`src/rtl/fetch_tlb_refill_controller_pkg.sv`:
```
// -----------------------------------------------------------------------------
// Rv32Types
// Shared RV32 / Sv32 translation types used by the fetch TLB refill walker.
//   paddr_t   : 34-bit physical address
//   vpn_t     : 20-bit virtual page number (vpn1 = [19:10], vpn0 = [9:0])
//   ppn_t     : 22-bit physical page number
//   pte_t     : Sv32 page-table entry, {ppn, rsw, D, A, G, U, X, W, R, V}
//   pte_addr  : address of the PTE selected by a VPN segment in a table page
// -----------------------------------------------------------------------------
package Rv32Types;

    localparam int XLEN       = 32;
    localparam int VPN_W      = 20;
    localparam int VPN_SEG_W  = 10;
    localparam int PPN_W      = 22;
    localparam int PADDR_W    = 34;
    localparam int FLAGS_W    = 8;

    typedef logic [PADDR_W-1:0]   paddr_t;
    typedef logic [VPN_W-1:0]     vpn_t;
    typedef logic [VPN_SEG_W-1:0] vpn_seg_t;
    typedef logic [PPN_W-1:0]     ppn_t;

    typedef struct packed {
        ppn_t       ppn;
        logic [1:0] rsw;
        logic       d;
        logic       a;
        logic       g;
        logic       u;
        logic       x;
        logic       w;
        logic       r;
        logic       v;
    } pte_t;

    // Table page base plus 4-byte PTE index; plain 34-bit unsigned add.
    function automatic paddr_t pte_addr(input ppn_t base, input vpn_seg_t idx);
        return {base, 12'b0} + {22'b0, idx, 2'b00};
    endfunction

endpackage

```
`src/rtl/fetch_tlb_refill_controller_if.sv`:
```
// -----------------------------------------------------------------------------
// fetch_tlb_refill_controller_if
// Page-table read port between the refill walker and the memory system.
//   memReq       : walker -> memory, read request
//   memAddr      : walker -> memory, physical PTE address
//   memGrant     : memory -> walker, request accepted this cycle
//   memReadValid : memory -> walker, read data valid this cycle
//   memReadData  : memory -> walker, raw 32-bit PTE
//
// Handshake: once memReq rises, memReq and memAddr hold steady until the cycle
// in which memGrant is sampled high; that cycle transfers the request. Exactly
// one memReadValid pulse follows each granted request, in a later cycle.
// -----------------------------------------------------------------------------
interface fetch_tlb_refill_controller_if;
    import Rv32Types::*;

    logic        memReq;
    paddr_t      memAddr;
    logic        memGrant;
    logic        memReadValid;
    logic [31:0] memReadData;

    modport master (
        output memReq,
        output memAddr,
        input  memGrant,
        input  memReadValid,
        input  memReadData
    );

    modport slave (
        input  memReq,
        input  memAddr,
        output memGrant,
        output memReadValid,
        output memReadData
    );

endinterface

```
`src/rtl/fetch_pte_checker.sv`:
```
// -----------------------------------------------------------------------------
// fetch_pte_checker
// Combinational classification of a PTE returned during an instruction-fetch
// page walk.
//   pte_i          : PTE under test
//   level1_i       : 1 = PTE came from the root (level-1) table
//   walk_fault_o   : walk must end in a page fault
//   walk_done_o    : PTE is a usable executable leaf; walk completes
// Neither output high means a pointer to the next-level table.
// -----------------------------------------------------------------------------
module fetch_pte_checker
    import Rv32Types::*;
(
    input  pte_t pte_i,
    input  logic level1_i,
    output logic walk_fault_o,
    output logic walk_done_o
);

    logic invalid;
    logic leaf;
    logic misaligned;
    logic perm_fail;
    logic unused_bits;

    always_comb begin
        // W without R is a reserved encoding and is treated like V=0.
        invalid      = !pte_i.v || (!pte_i.r && pte_i.w);
        leaf         = pte_i.r || pte_i.x;
        // A superpage must be 4 MiB aligned in physical space.
        misaligned   = level1_i && (pte_i.ppn[9:0] != '0);
        // Fetch needs execute permission; A is never set by hardware here.
        perm_fail    = !pte_i.x || !pte_i.a;

        walk_fault_o = invalid
                    || (leaf && (misaligned || perm_fail))
                    || (!leaf && !level1_i);
        walk_done_o  = !invalid && leaf && !misaligned && !perm_fail;
    end

    assign unused_bits = ^{pte_i.rsw, pte_i.d, pte_i.g, pte_i.u};

endmodule

```
`src/rtl/fetch_tlb_refill_controller.sv`:
```
// -----------------------------------------------------------------------------
// fetch_tlb_refill_controller
// Sv32 two-level hardware page walker that refills the fetch TLB on a miss.
//   clk, rst          : clock, synchronous active-high reset
//   missValid/Vaddr   : fetch TLB miss report and faulting virtual PC
//   satpMode/satpPpn  : translation enable and root table PPN
//   flush             : pipeline flush, abandons the walk
//   mem               : page-table read port (master side)
//   refill*           : TLB entry written while refillEnable pulses
//   done / fault      : one-cycle walk outcome pulses
//   busy              : walker not idle
//   dbgState          : FSM state, encoded IDLE=0, L1_REQ=1, L1_WAIT=2,
//                       L0_REQ=3, L0_WAIT=4, DRAIN=5, DONE=6, FAULT=7
// -----------------------------------------------------------------------------
module fetch_tlb_refill_controller
    import Rv32Types::*;
(
    input  logic                                 clk,
    input  logic                                 rst,
    input  logic                                 missValid,
    input  logic [XLEN-1:0]                      missVaddr,
    input  logic                                 satpMode,
    input  ppn_t                                 satpPpn,
    input  logic                                 flush,
    fetch_tlb_refill_controller_if.master        mem,
    output logic                                 refillEnable,
    output vpn_t                                 refillVpn,
    output ppn_t                                 refillPpn,
    output logic [FLAGS_W-1:0]                   refillFlags,
    output logic                                 refillSuperpage,
    output logic                                 done,
    output logic                                 fault,
    output logic                                 busy,
    output logic [2:0]                           dbgState
);

    typedef enum logic [2:0] {
        IDLE    = 3'd0,
        L1_REQ  = 3'd1,
        L1_WAIT = 3'd2,
        L0_REQ  = 3'd3,
        L0_WAIT = 3'd4,
        DRAIN   = 3'd5,
        DONE    = 3'd6,
        FAULT   = 3'd7
    } state_e;

    state_e              state_q, state_d;
    vpn_t                vpn_q, vpn_d;
    paddr_t              addr_q, addr_d;
    ppn_t                ref_ppn_q, ref_ppn_d;
    logic [FLAGS_W-1:0]  ref_flags_q, ref_flags_d;
    logic                ref_sp_q, ref_sp_d;

    pte_t                pte;
    logic                level1;
    logic                walk_fault;
    logic                walk_done;
    logic                unusedVaddrOfs;

    assign pte            = pte_t'(mem.memReadData);
    assign level1         = (state_q == L1_WAIT);
    assign unusedVaddrOfs = ^missVaddr[11:0];

    fetch_pte_checker u_checker (
        .pte_i        (pte),
        .level1_i     (level1),
        .walk_fault_o (walk_fault),
        .walk_done_o  (walk_done)
    );

    always_comb begin
        state_d     = state_q;
        vpn_d       = vpn_q;
        addr_d      = addr_q;
        ref_ppn_d   = ref_ppn_q;
        ref_flags_d = ref_flags_q;
        ref_sp_d    = ref_sp_q;

        unique case (state_q)
            IDLE: begin
                if (missValid && satpMode) begin
                    state_d = L1_REQ;
                    vpn_d   = missVaddr[31:12];
                    addr_d  = pte_addr(satpPpn, missVaddr[31:22]);
                end
            end
            L1_REQ, L0_REQ: begin
                // A granted request owes us a response, so a flush in the
                // grant cycle must still drain it.
                if (flush) begin
                    state_d = mem.memGrant ? DRAIN : IDLE;
                end else if (mem.memGrant) begin
                    state_d = (state_q == L1_REQ) ? L1_WAIT : L0_WAIT;
                end
            end
            L1_WAIT, L0_WAIT: begin
                if (mem.memReadValid) begin
                    if (flush) begin
                        state_d = IDLE;
                    end else if (walk_fault) begin
                        state_d = FAULT;
                    end else if (walk_done) begin
                        state_d     = DONE;
                        // Superpage: low PPN bits come from vpn0 of the PC.
                        ref_ppn_d   = level1 ? {pte.ppn[21:10], vpn_q[9:0]} : pte.ppn;
                        ref_flags_d = mem.memReadData[FLAGS_W-1:0];
                        ref_sp_d    = level1;
                    end else begin
                        // Valid non-leaf at level 1: descend to level 0.
                        state_d = L0_REQ;
                        addr_d  = pte_addr(pte.ppn, vpn_q[9:0]);
                    end
                end else if (flush) begin
                    state_d = DRAIN;
                end
            end
            DRAIN: begin
                if (mem.memReadValid) begin
                    state_d = IDLE;
                end
            end
            DONE, FAULT: begin
                state_d = IDLE;
            end
            default: begin
                state_d = IDLE;
            end
        endcase
    end

    always_ff @(posedge clk) begin
        if (rst) begin
            state_q     <= IDLE;
            vpn_q       <= '0;
            addr_q      <= '0;
            ref_ppn_q   <= '0;
            ref_flags_q <= '0;
            ref_sp_q    <= 1'b0;
        end else begin
            state_q     <= state_d;
            vpn_q       <= vpn_d;
            addr_q      <= addr_d;
            ref_ppn_q   <= ref_ppn_d;
            ref_flags_q <= ref_flags_d;
            ref_sp_q    <= ref_sp_d;
        end
    end

    // Outputs decode from the registered state only.
    assign mem.memReq      = (state_q == L1_REQ) || (state_q == L0_REQ);
    assign mem.memAddr     = mem.memReq ? addr_q : '0;
    assign done            = (state_q == DONE);
    assign refillEnable    = done;
    assign fault           = (state_q == FAULT);
    assign busy            = (state_q != IDLE);
    assign refillVpn       = done ? vpn_q       : '0;
    assign refillPpn       = done ? ref_ppn_q   : '0;
    assign refillFlags     = done ? ref_flags_q : '0;
    assign refillSuperpage = done && ref_sp_q;
    assign dbgState        = state_q;

endmodule

```
`src/flat_wrapper.sv`:
```
// flat-port wrapper written by rule: the top's interface ports become plain ports
module fetch_tlb_refill_controller_flat import Rv32Types::*;
  (clk, rst, missValid, missVaddr, satpMode, satpPpn, flush, refillEnable, refillVpn, refillPpn, refillFlags, refillSuperpage, done, fault, busy, dbgState, mem_memReq, mem_memAddr, mem_memGrant, mem_memReadValid, mem_memReadData);
  fetch_tlb_refill_controller_if mem_i ();
  input  logic clk;
  input  logic rst;
  input  logic missValid;
  input  logic [XLEN-1:0] missVaddr;
  input  logic satpMode;
  input  ppn_t satpPpn;
  input  logic flush;
  output logic refillEnable;
  output vpn_t refillVpn;
  output ppn_t refillPpn;
  output logic [FLAGS_W-1:0] refillFlags;
  output logic refillSuperpage;
  output logic done;
  output logic fault;
  output logic busy;
  output logic [2:0] dbgState;
  output wire logic [$bits(mem_i.memReq)-1:0] mem_memReq;
  output wire logic [$bits(mem_i.memAddr)-1:0] mem_memAddr;
  input wire logic [$bits(mem_i.memGrant)-1:0] mem_memGrant;
  input wire logic [$bits(mem_i.memReadValid)-1:0] mem_memReadValid;
  input wire logic [$bits(mem_i.memReadData)-1:0] mem_memReadData;
  assign mem_memReq = mem_i.memReq;
  assign mem_memAddr = mem_i.memAddr;
  assign mem_i.memGrant = mem_memGrant;
  assign mem_i.memReadValid = mem_memReadValid;
  assign mem_i.memReadData = mem_memReadData;
  fetch_tlb_refill_controller u_core (.clk(clk), .rst(rst), .missValid(missValid), .missVaddr(missVaddr), .satpMode(satpMode), .satpPpn(satpPpn), .flush(flush), .mem(mem_i), .refillEnable(refillEnable), .refillVpn(refillVpn), .refillPpn(refillPpn), .refillFlags(refillFlags), .refillSuperpage(refillSuperpage), .done(done), .fault(fault), .busy(busy), .dbgState(dbgState));
endmodule
```
`config.mk`:
```
export PLATFORM = sky130hd
export DESIGN_NAME = fetch_tlb_refill_controller_flat
export DESIGN_NICKNAME = d
export VERILOG_FILES = /design/src/rtl/fetch_tlb_refill_controller_pkg.sv /design/src/rtl/fetch_tlb_refill_controller_if.sv /design/src/rtl/fetch_pte_checker.sv /design/src/rtl/fetch_tlb_refill_controller.sv /design/src/flat_wrapper.sv
export SDC_FILE = /design/constraint.sdc
export NUM_CORES = 1
export LEC_CHECK = 0
export BUFFER_PORTS_ARGS = -buffer_cell sky130_fd_sc_hd__buf_2
export CAP_MARGIN = 10
export CORE_MARGIN = 2
export CORE_UTILIZATION = 44
export DETAILED_ROUTE_END_ITERATION = 8
export PLACE_DENSITY = 0.77
export SLEW_MARGIN = 15
export SYNTH_ARGS = -nofsm -noshare
export SYNTH_HDL_FRONTEND = slang
export SYNTH_SLANG_ARGS = --single-unit
```
`constraint.sdc`:
```
create_clock -name clk -period 2.1 [get_ports clk]
set_input_delay 0.42 -clock clk [delete_from_list [all_inputs] [get_ports clk]]
set_output_delay 0.42 -clock clk [all_outputs]
set_load 0.01 [all_outputs]
```
==> results.ini, run 1 <==
[global_route]
grt_pass1_vias = 4405
gr-total-overflow = 0
grt.total_usage_pct = 24.8
grt_pass1_wl_um = 22000
grt_start_max_net_pins = 87
antenna_found_initial = 1

[synthesis]
synth_top_family_by_area = simple AND/OR/NAND/NOR gates
synthAdderAreaFrac_pct = 0
ys.flop_type = dfxtp_1
syn_inst = 538
synth_edf_count = 0
yosysWarningCount = 0
synth_area_um2 = 4580
async_reset_ff_share_pct = 0
synth_seq_area_share_pct = 37.6
synth.distinct_cells = 42
synth_xor_area_share_pct = 0.191
synth-simple-area-share_pct = 24.1
syn_area_per_cell_um2 = 8.52
synthMuxAreaShare_pct = 9.42
synth-compound-area-share_pct = 22.2
ys_ff_latch = 86

[routing]
vias_per_cell = 5.58
num_vias = 4751
drt_iter0_drc = 268
drt_wl_total_um = 15600
drc_errors = 0
first_pass_iters = 6
drt-wirelength-per-cell_um = 18.3
ant_nets = 0

[pwr]
ir_drop_v = 0.000627
p_int_uw = 3580
p_clk_share_pct = 21.3
power_frac_seq_pct = 35.8
p_sw_share_pct = 38.2
switchingPower_uw = 2210
leakagePower_uw = 0.00297
power_density_nw_per_um2 = 887
power_frac_comb_pct = 43.0

[floorplan]
die_y_um = 106
rows = 37
die-area_um2 = 11200
die_width_um = 106
core-area_um2 = 10200
start_util_pct = 44.8
io_pins = 186

[setup_path]
worstPathRequired_ns = 1.68
critical_path_class = flop to output port
arrival_ns = 1.65
endpoint_kind = output port
worstRegToRegCells = 7
regToRegSetupSlack_ns = 0.09
critPathMostFrequentCell = buf_6
worst_path_max_delay_cell = dfxtp_4
max_stage_delay_ns = 0.37
start_kind = flop
startpoint = u_core.dbgState[1]
r2r-end = u_core.addr_q[17]
critPathMaxFanout = 6
worstReg2RegStart = u_core.dbgState[1]
cp_cell_sequence = clkinvlp_4 -> nor3_4 -> buf_6 -> clkbuf_16 -> and2_4 -> buf_6

[clock_tree]
cts_tree = done
clock_sinks = 86
path_clk_slew_ns = 0.09
htree_levels = 3
cts_root_buf = clkbuf_8
clk_latency_ns = 0.37
numCtsBuffers = 9
clockBufferDepth = 2

[sta]
hold_viol_final = 0
max_freq_mhz = 483
post-route-period-util_pct = 98.6
fin_skew_ns = 0.0105
period_minus_slack_ns = 2.07
rsz0062_at_grt = yes
setup_ws_ns = 0.0289
finalSetupViolations = 0
holdWs_ns = 0.285
slew_violations = 0

[final_layout]
layout-drive-gt1-share_pct = 46.7
final_common_cell = buf_2
diodes = 0
synthToLayoutAreaGrowth_pct = 42.4
final_core_util_pct = 63.8
nFillCells = 844
final_cell_mix = buf_2 (121), dfxtp_1 (83), nand2_1 (80)
final_cells = 851
nets = 803

[worst_hold_path]
min_from = missVaddr[14]
whs_endpoint = u_core.vpn_q[2]
hp-class = primary input to flop
hold_depth = 3

[place]
hpwlAfterDp_um = 10400
portBuffers = 169
place_ws_ns = -0.185
dp.cells = 823
place_congestion = 0.838

[outcome]
status = finished, final reports clean

[job]
maxCapViolCount = 0

## state kept, by name, indices dropped and copies added (netlist names)
register,flops
u_core.ref_ppn_q,22
u_core.ref_flags_q,8
u_core.dbgState,3
u_core.vpn_q,20
u_core.addr_q,32
u_core.ref_sp_q,1
## how the worst max path moves through the flow
| stage | end | slack [ns] | cells after the start |
|---|---|---|---|
| finish | refillVpn[2] | 0.03 | 6 |
| global route | refillVpn[2] | -0.04 | 6 |
| CTS | refillPpn[1] | -0.004 | 6 |
| detailed placement | u_core.ref_ppn_q[2] | -0.18 | 7 |
| global placement | u_core.addr_q[17] | -0.12 | 7 |
| floorplan | u_core.addr_q[21] | 0.006 | 7 |
## logic make-up (layout without fill, tap and decap cells)
logic type             count (synthesis)  after routing
AND/OR/NAND/NOR                      214            214
AO/OA/AOI/OAI                        130            130
flip-flops                            86             86
buffers and inverters                 63            239
multiplexers                          43             43
other                                  1              2
XOR/XNOR                               1              1
## cell type report
cell class | instances | area (um2) | share of cell area, %
well taps | 136 | 170 | 2.61
flip-flops and latches | 86 | 1730 | 26.5
repair buffers | 218 | 1680 | 25.8
clock buffers | 11 | 151 | 2.32
clock inverters | 5 | 57.6 | 0.882
inverters | 5 | 23.8 | 0.364
multi-input cells | 390 | 2710 | 41.5
## per-stage QoR
stage                TNS, ns  instance area, um2  total power, uW
global placement       -5.60                5680             4400
global route          -0.864                6530             6100
CTS                 -0.00695                5970             5730
floorplan                  0                4610             3760
finish                     0                6530             5790
detailed placement     -9.37                5680             4480
## per-layer routing
metal / track usage [%] / up-vias / share of wire, %
met2: 42.9 / 228 / 49
met4: 7.52 / 2 / 2.7
met3: 5.89 / 32 / 7.0
met5: 0 / - / 0.084
li1: - / 2246 / -
met1: 30.7 / 2243 / 41
## power groups by stage
stage                     sequential [uW]  clock (uW)  combinational, uW
after floorplan                      2030           0               1740
after global placement               2070           0               2330
after detailed placement             2080           0               2390
after CTS                            2050        1250               2430
after global routing                 2100        1320               2680
final                                2070        1230               2490
## cells in the mapped netlist (2+ instances only)
| cell type | instances | share of area (%) |
|---|---|---|
| and3_1 | 33 | 4.5 |
| a31oi_1 | 32 | 4.4 |
| nor2_1 | 21 | 1.7 |
| or2_1 | 2 | 0.27 |
| buf_2 | 5 | 0.55 |
| buf_6 | 3 | 0.74 |
| inv_1 | 4 | 0.33 |
| or4_1 | 2 | 0.33 |
| nand3_1 | 3 | 0.33 |
| nor3_1 | 6 | 0.66 |
| and2_1 | 51 | 7.0 |
| and4_1 | 3 | 0.57 |
| mux2i_1 | 42 | 9.2 |
| o21a_1 | 2 | 0.33 |
| nand3b_1 | 3 | 0.49 |
| dfxtp_1 | 86 | 38 |
| a211oi_1 | 4 | 0.66 |
| clkbuf_1 | 42 | 3.4 |
| nand2_1 | 80 | 6.6 |
| a21oi_1 | 44 | 4.8 |
| nand4_1 | 2 | 0.27 |
| a211oi_2 | 39 | 11 |
| buf_4 | 8 | 1.3 |
| o21ai_0 | 3 | 0.33 |
## worst max-delay path: cells and delay by family (launching register included)
| family | cells | cell delay, ns |
|---|---|---|
| buffers and inverters | 4 | 0.55 |
| and+or+nand+nor | 2 | 0.37 |
| DFF | 1 | 0.37 |
## what timing repair did
| action | in CTS | in global routing |
|---|---|---|
| pin swaps | 1 | 24 |
| endpoints found under the setup margin | 53 | 60 |
| buffers inserted | 4 | 3 |
| cloned | 1 | 6 |
| gates resized for setup | 11 | 101 |
| hold buffers | 0 | 0 |
No activity file was read; power rests on OpenSTA's default activity.
==> run 2, diff against run 1 <==
Settings changed: PLACE_DENSITY 0.77 to 0.81, REMOVE_ABC_BUFFERS from default to 1.
==> run 2 against run 1 <==
  * First-iteration DRC count is 24% higher
  * Sequential share of layout area grew 2.0 points
  * Sequential cell count did not move
  * Clock power fell by 13%
  * Critical path depth is 1 higher
  * Maximum frequency fell by 0.17%
  * Final cell count fell by 0.12%
  * Wire length fell by 6.8%
  * Sequential power is essentially flat
  * Worst hold slack gained 0.0085 ns
==> results.ini, run 2 (same netlist as run 1, synthesis figures left out) <==
[floorplan]
die_y_um = 106  ; unchanged
start_util_pct = 44.8  ; unchanged
die-area_um2 = 11200  ; unchanged
rows = 37  ; unchanged
io_pins = 186  ; unchanged
core-area_um2 = 10200  ; unchanged
die_width_um = 106  ; unchanged

[routing]
first_pass_iters = 6  ; unchanged
vias_per_cell = 5.57  ; was 5.58
drt-wirelength-per-cell_um = 17.1  ; was 18.3 um
drt_wl_total_um = 14500  ; was 15,600 um
num_vias = 4732  ; was 4,751
drc_errors = 0  ; unchanged
ant_nets = 0  ; unchanged
drt_iter0_drc = 331  ; was 268

[final_layout]
nets = 802  ; was 803
layout-drive-gt1-share_pct = 40.2  ; was 46.7%
final_common_cell = buf_2  ; unchanged
regMostFlops = u_core.addr_q  ; unchanged
synthToLayoutAreaGrowth_pct = 32.4  ; was 42.4%
largest_reg_flops = 32  ; unchanged
reg.largest.list = u_core.addr_q x32, u_core.ref_ppn_q x22, u_core.vpn_q x20  ; unchanged
final_cell_mix = buf_2 (167), dfxtp_1 (83), nand2_1 (80)  ; was buf_2 (121), dfxtp_1 (83), nand2_1 (80)
final_cells = 850  ; was 851
diodes = 0  ; unchanged

[sta]
period_minus_slack_ns = 2.07  ; about the same
setup_ws_ns = 0.0254  ; was 0.0289 ns
rsz0062_at_grt = yes  ; unchanged
max_freq_mhz = 482  ; was 483 MHz
finalSetupViolations = 0  ; unchanged
hold_viol_final = 0  ; unchanged
holdWs_ns = 0.294  ; was 0.285 ns
post-route-period-util_pct = 98.8  ; was 98.6%
fin_skew_ns = 0.00719  ; was 0.0105 ns
slew_violations = 0  ; unchanged

[clock_tree]
path_clk_slew_ns = 0.09  ; about the same
numCtsBuffers = 9  ; unchanged
cts_hold_buf = 0  ; unchanged
clk_latency_ns = 0.36  ; was 0.37 ns
cts_tree = done  ; unchanged
htree_levels = 3  ; unchanged
cts_root_buf = clkbuf_8  ; unchanged
clockBufferDepth = 2  ; unchanged
clock_sinks = 86  ; unchanged

[pwr]
leakagePower_uw = 0.00284  ; was 0.00297 uW
ir_drop_v = 0.000509  ; was 0.000627 V
p_int_uw = 3440  ; was 3580 uW
power_density_nw_per_um2 = 936  ; was 887 nW/um2
p_clk_share_pct = 18.9  ; was 21.3%
switchingPower_uw = 2250  ; was 2210 uW
power_frac_seq_pct = 36.0  ; was 35.8%
power_frac_comb_pct = 45.1  ; was 43.0%
p_sw_share_pct = 39.5  ; was 38.2%
total_power_uw = 5680  ; was 5790 uW

[global_route]
grt_pass1_wl_um = 22500  ; was 22,000 um
antenna_found_initial = 0  ; was 1
grt_pass1_vias = 4432  ; was 4,405
grt.total_usage_pct = 25.2  ; was 24.8%
gr-total-overflow = 0  ; unchanged
grt_start_max_net_pins = 39  ; was 87

[worst_hold_path]
whs_endpoint = u_core.ref_flags_q[4]  ; was u_core.vpn_q[2]
min_from = mem_memReadData[4]  ; was missVaddr[14]
hp-class = primary input to flop  ; unchanged
hold_depth = 3  ; unchanged

[setup_path]
critical_path_class = flop to output port  ; unchanged
r2r-end = u_core.addr_q[17]  ; unchanged
worstPathRequired_ns = 1.68  ; about the same
worstReg2RegStart = u_core.dbgState[2]  ; was u_core.dbgState[1]
start_kind = flop  ; unchanged
worstRegToRegCells = 7  ; unchanged
regToRegSetupSlack_ns = 0.07  ; was 0.09 ns
arrival_ns = 1.65  ; about the same
endpoint_kind = output port  ; unchanged
critPathMaxFanout = 13  ; was 6

[place]
dp.cells = 825  ; was 823
portBuffers = 169  ; unchanged
place_congestion = 0.859  ; was 0.838
place_ws_ns = -0.279  ; was -0.185 ns
hpwlAfterDp_um = 9490  ; was 10,400 um

[job]
maxCapViolCount = 0  ; unchanged

[outcome]
status = finished, final reports clean  ; unchanged

[run 2: cell types whose count changed in the layout (fill, tap and decap cells not counted), sizes merged]
cell and delta:
clkinvlp +1, clkbuf -2, inv +2, buf +3
clkinv -4, bufinv -1
[run 2: how the worst max path moves through the flow]
stage,startpoint,to,slack [ns],cells after the start
2_1_floorplan,u_core.dbgState[0],u_core.addr_q[16],-2.08,4
3_3_place_gp,mem_memReadData[16],u_core.addr_q[28],-0.25,7
3_5_place_dp,mem_memReadData[16],u_core.addr_q[31],-0.28,7
4_1_cts,u_core.dbgState[2],refillVpn[2],0.0008,6
5_1_grt,u_core.dbgState[2],refillVpn[9],-0.03,7
6_report,u_core.dbgState[2],refillPpn[21],0.03,7
[run 2: final cells by class]
type | count | area (um2)
fill | 926 | 4160
multi-input combinational | 390 | 2620
sequential | 86 | 1730
timing repair buffer | 217 | 1360
tap | 136 | 170
clock buffer | 13 | 149
inverter | 5 | 21.3
clock inverter | 3 | 20.0
[run 2: critical path: stages (launching register included)]
cell,delay [ns]
dfxtp_4,0.37
inv_4,0.05
nor3_4,0.21
buf_6,0.17
buf_12,0.11
buf_16,0.14
and2_1,0.13
buf_2,0.12
[run 2: timing repair]
action / in CTS / in global routing
setup endpoints to repair: 75 / 42
gates cloned: 3 / 0
buffers inserted: 5 / 3
pin swaps: 1 / 1
gates resized for setup: 11 / 10
[run 2: stage by stage]
stage | util (%) | TNS (ns) | cell area [um2]
floorplan | - | -187.88 | 4310
global placement | 55.9 | -11.56 | 5720
detailed placement | 55.9 | -13.76 | 5720
CTS | 59.0 | 0 | 6040
global route | 59.3 | -0.252 | 6070
finish | 59.3 | 0 | 6070
[run 2: power by group through the flow]
stage	registers [uW]	clock network (uW)	logic [uW]
after floorplan	2100	0	1460
after detailed placement	2090	0	2400
after global placement	2070	0	2320
after global routing	2070	1160	2760
final	2050	1070	2560
after CTS	2040	1090	2500
[run 2: metal layers]
metal	vias up	track usage (%)	share of wire (%)
li1	2234	-	-
met1	2262	32.7	43
met2	202	42.2	48
met3	34	5.09	6.4
met4	0	7.61	2.3
met5	-	0	0
==> run 3, diff against run 2 <==
Settings changed: RECOVER_POWER from default to 100.
==> run 3 against run 2 <==
  * Final cell count unchanged
  * Count of clock-buffer cells in the layout unchanged
  * Maximum frequency down 0.22%
  * Sequential power about the same
  * Register-to-register slack about the same
  * Largest power group unchanged
  * Critical path type unchanged
  * Wire length up 0.35%
  * Cell area down 0.74%
==> results.ini, run 3 (same netlist as run 1, synthesis figures left out) <==
[routing]
drt-wirelength-per-cell_um = 17.1  ; about the same
ant_nets = 0  ; unchanged
drt_wl_total_um = 14600  ; was 14,500 um
first_pass_iters = 5  ; was 6
drt_iter0_drc = 346  ; was 331
num_vias = 4722  ; was 4,732
drc_errors = 0  ; unchanged
vias_per_cell = 5.56  ; was 5.57

[clock_tree]
path_clk_slew_ns = 0.09  ; about the same
clockBufferDepth = 2  ; unchanged
clk_latency_ns = 0.36  ; about the same
htree_levels = 3  ; unchanged
cts_tree = done  ; unchanged
cts_hold_buf = 0  ; unchanged
clock_sinks = 86  ; unchanged
cts_root_buf = clkbuf_8  ; unchanged
numCtsBuffers = 9  ; unchanged

[place]
place_area_um2 = 5720  ; unchanged
hpwlAfterDp_um = 9490  ; unchanged
portBuffers = 169  ; unchanged
place_ws_ns = -0.279  ; unchanged
place_congestion = 0.859  ; unchanged

[final_layout]
nets = 802  ; unchanged
nFillCells = 941  ; was 926
regMostFlops = u_core.addr_q  ; unchanged
final_cell_area_um2 = 6020  ; was 6070 um2
final_cell_mix = buf_2 (137), dfxtp_1 (83), nand2_1 (80)  ; was buf_2 (167), dfxtp_1 (83), nand2_1 (80)
reg.largest.list = u_core.addr_q x32, u_core.ref_ppn_q x22, u_core.vpn_q x20  ; unchanged
final_common_cell = buf_2  ; unchanged
diodes = 0  ; unchanged
synthToLayoutAreaGrowth_pct = 31.4  ; was 32.4%
final_core_util_pct = 58.9  ; was 59.3%
largest_reg_flops = 32  ; unchanged
layout-drive-gt1-share_pct = 35.7  ; was 40.2%

[global_route]
grt_start_max_net_pins = 39  ; unchanged
grt_pass1_wl_um = 22500  ; unchanged
grt_pass1_vias = 4432  ; unchanged
gr-total-overflow = 0  ; unchanged
grt.total_usage_pct = 25.2  ; unchanged
antenna_found_initial = 0  ; unchanged

[floorplan]
die-area_um2 = 11200  ; unchanged
die_y_um = 106  ; unchanged
io_pins = 186  ; unchanged
start_util_pct = 44.8  ; unchanged
die_width_um = 106  ; unchanged
rows = 37  ; unchanged
core-area_um2 = 10200  ; unchanged

[sta]
post-route-period-util_pct = 99.0  ; was 98.8%
period_minus_slack_ns = 2.08  ; was 2.07 ns
slew_violations = 0  ; unchanged
hold_viol_final = 0  ; unchanged
finalSetupViolations = 0  ; unchanged
tns_ns = 0  ; unchanged
rsz0062_at_grt = yes  ; unchanged
max_freq_mhz = 481  ; was 482 MHz
fin_skew_ns = 0.00840  ; was 0.00719 ns
setup_ws_ns = 0.0208  ; was 0.0254 ns

[pwr]
ir_drop_v = 0.000511  ; was 0.000509 V
leakagePower_uw = 0.00271  ; was 0.00284 uW
power_density_nw_per_um2 = 940  ; was 936 nW/um2

[worst_hold_path]
hp-class = primary input to flop  ; unchanged

[setup_path]
endpoint_kind = output port  ; unchanged
max_stage_delay_ns = 0.38  ; was 0.37 ns
worstPathRequired_ns = 1.68  ; about the same
path_buf_inv = 5  ; unchanged
critPathMaxFanout = 13  ; unchanged
start_kind = flop  ; unchanged
cp_cell_sequence = inv_4 -> nor3_4 -> buf_6 -> buf_12 -> buf_16 -> and2_1 -> buf_2  ; unchanged
arrival_ns = 1.66  ; was 1.65 ns
worst_path_max_delay_cell = dfxtp_4  ; unchanged
critical_path_class = flop to output port  ; unchanged
critPathTopFamily = buffers and inverters  ; unchanged

[outcome]
status = finished, final reports clean  ; unchanged

[job]
maxCapViolCount = 0  ; unchanged

## run 3: cell count changes in the layout (fill, tap and decap cells not counted), sizes merged
cell / delta
clkbuf: +32
buf: -32
## run 3: cell type report
class,instances,area [um2],area share (%)
multi-input combinational,390,2620,43.4
clock inverter,3,20.0,0.332
clock buffer,13,149,2.47
inverter,5,21.3,0.353
timing repair buffer,217,1310,21.8
tap,136,170,2.83
sequential,86,1730,28.8
## run 3: power by group
part / internal (uW) / total, uW / switching [uW]
Sequential: 1900 / 2050 / 149
Combinational: 1050 / 2540 / 1490
Clock: 463 / 1080 / 613
Total: 3410 / 5660 / 2250
## run 3: final timing paths
path	depth (start not counted)	start	endpoint	slack, ns
worst max-delay path	7	u_core.dbgState[2]	refillPpn[21]	0.02
worst min-delay path	3	mem_memReadData[4]	u_core.ref_flags_q[4]	0.29
worst max register to register	7	u_core.dbgState[2]	u_core.addr_q[17]	0.07
worst min register to register	2	u_core.ref_ppn_q[18]	u_core.ref_ppn_q[18]	0.45
## run 3: tightest hold or removal path: cells and delay by family
family / cells / cell delay, ns
compound gates: 1 / 0.05
buf+inv: 1 / 0.09
simple gates: 1 / 0.05
## run 3: through the flow
step / total power [uW] / hold WS (ns) / cells
3_3_place_gp: 4390 / 0.437 / 825
5_1_grt: 5970 / 0.282 / 850
6_report: 5660 / 0.289 / 850
2_1_floorplan: 3560 / 0.426 / 481
3_5_place_dp: 4490 / 0.444 / 825
4_1_cts: 5620 / 0.277 / 848
## run 3: metal layers
layer,track usage [%],wire length (um)
met5,0,0
met4,7.61,325
met3,5.09,936
met2,42.2,7050
met1,32.7,6250
## run 3: repair_timing
action,in CTS,in global routing
pin swaps,1,1
setup buffers,5,3
resized for setup,11,10
cloned,3,0
endpoints found under the setup margin,75,42
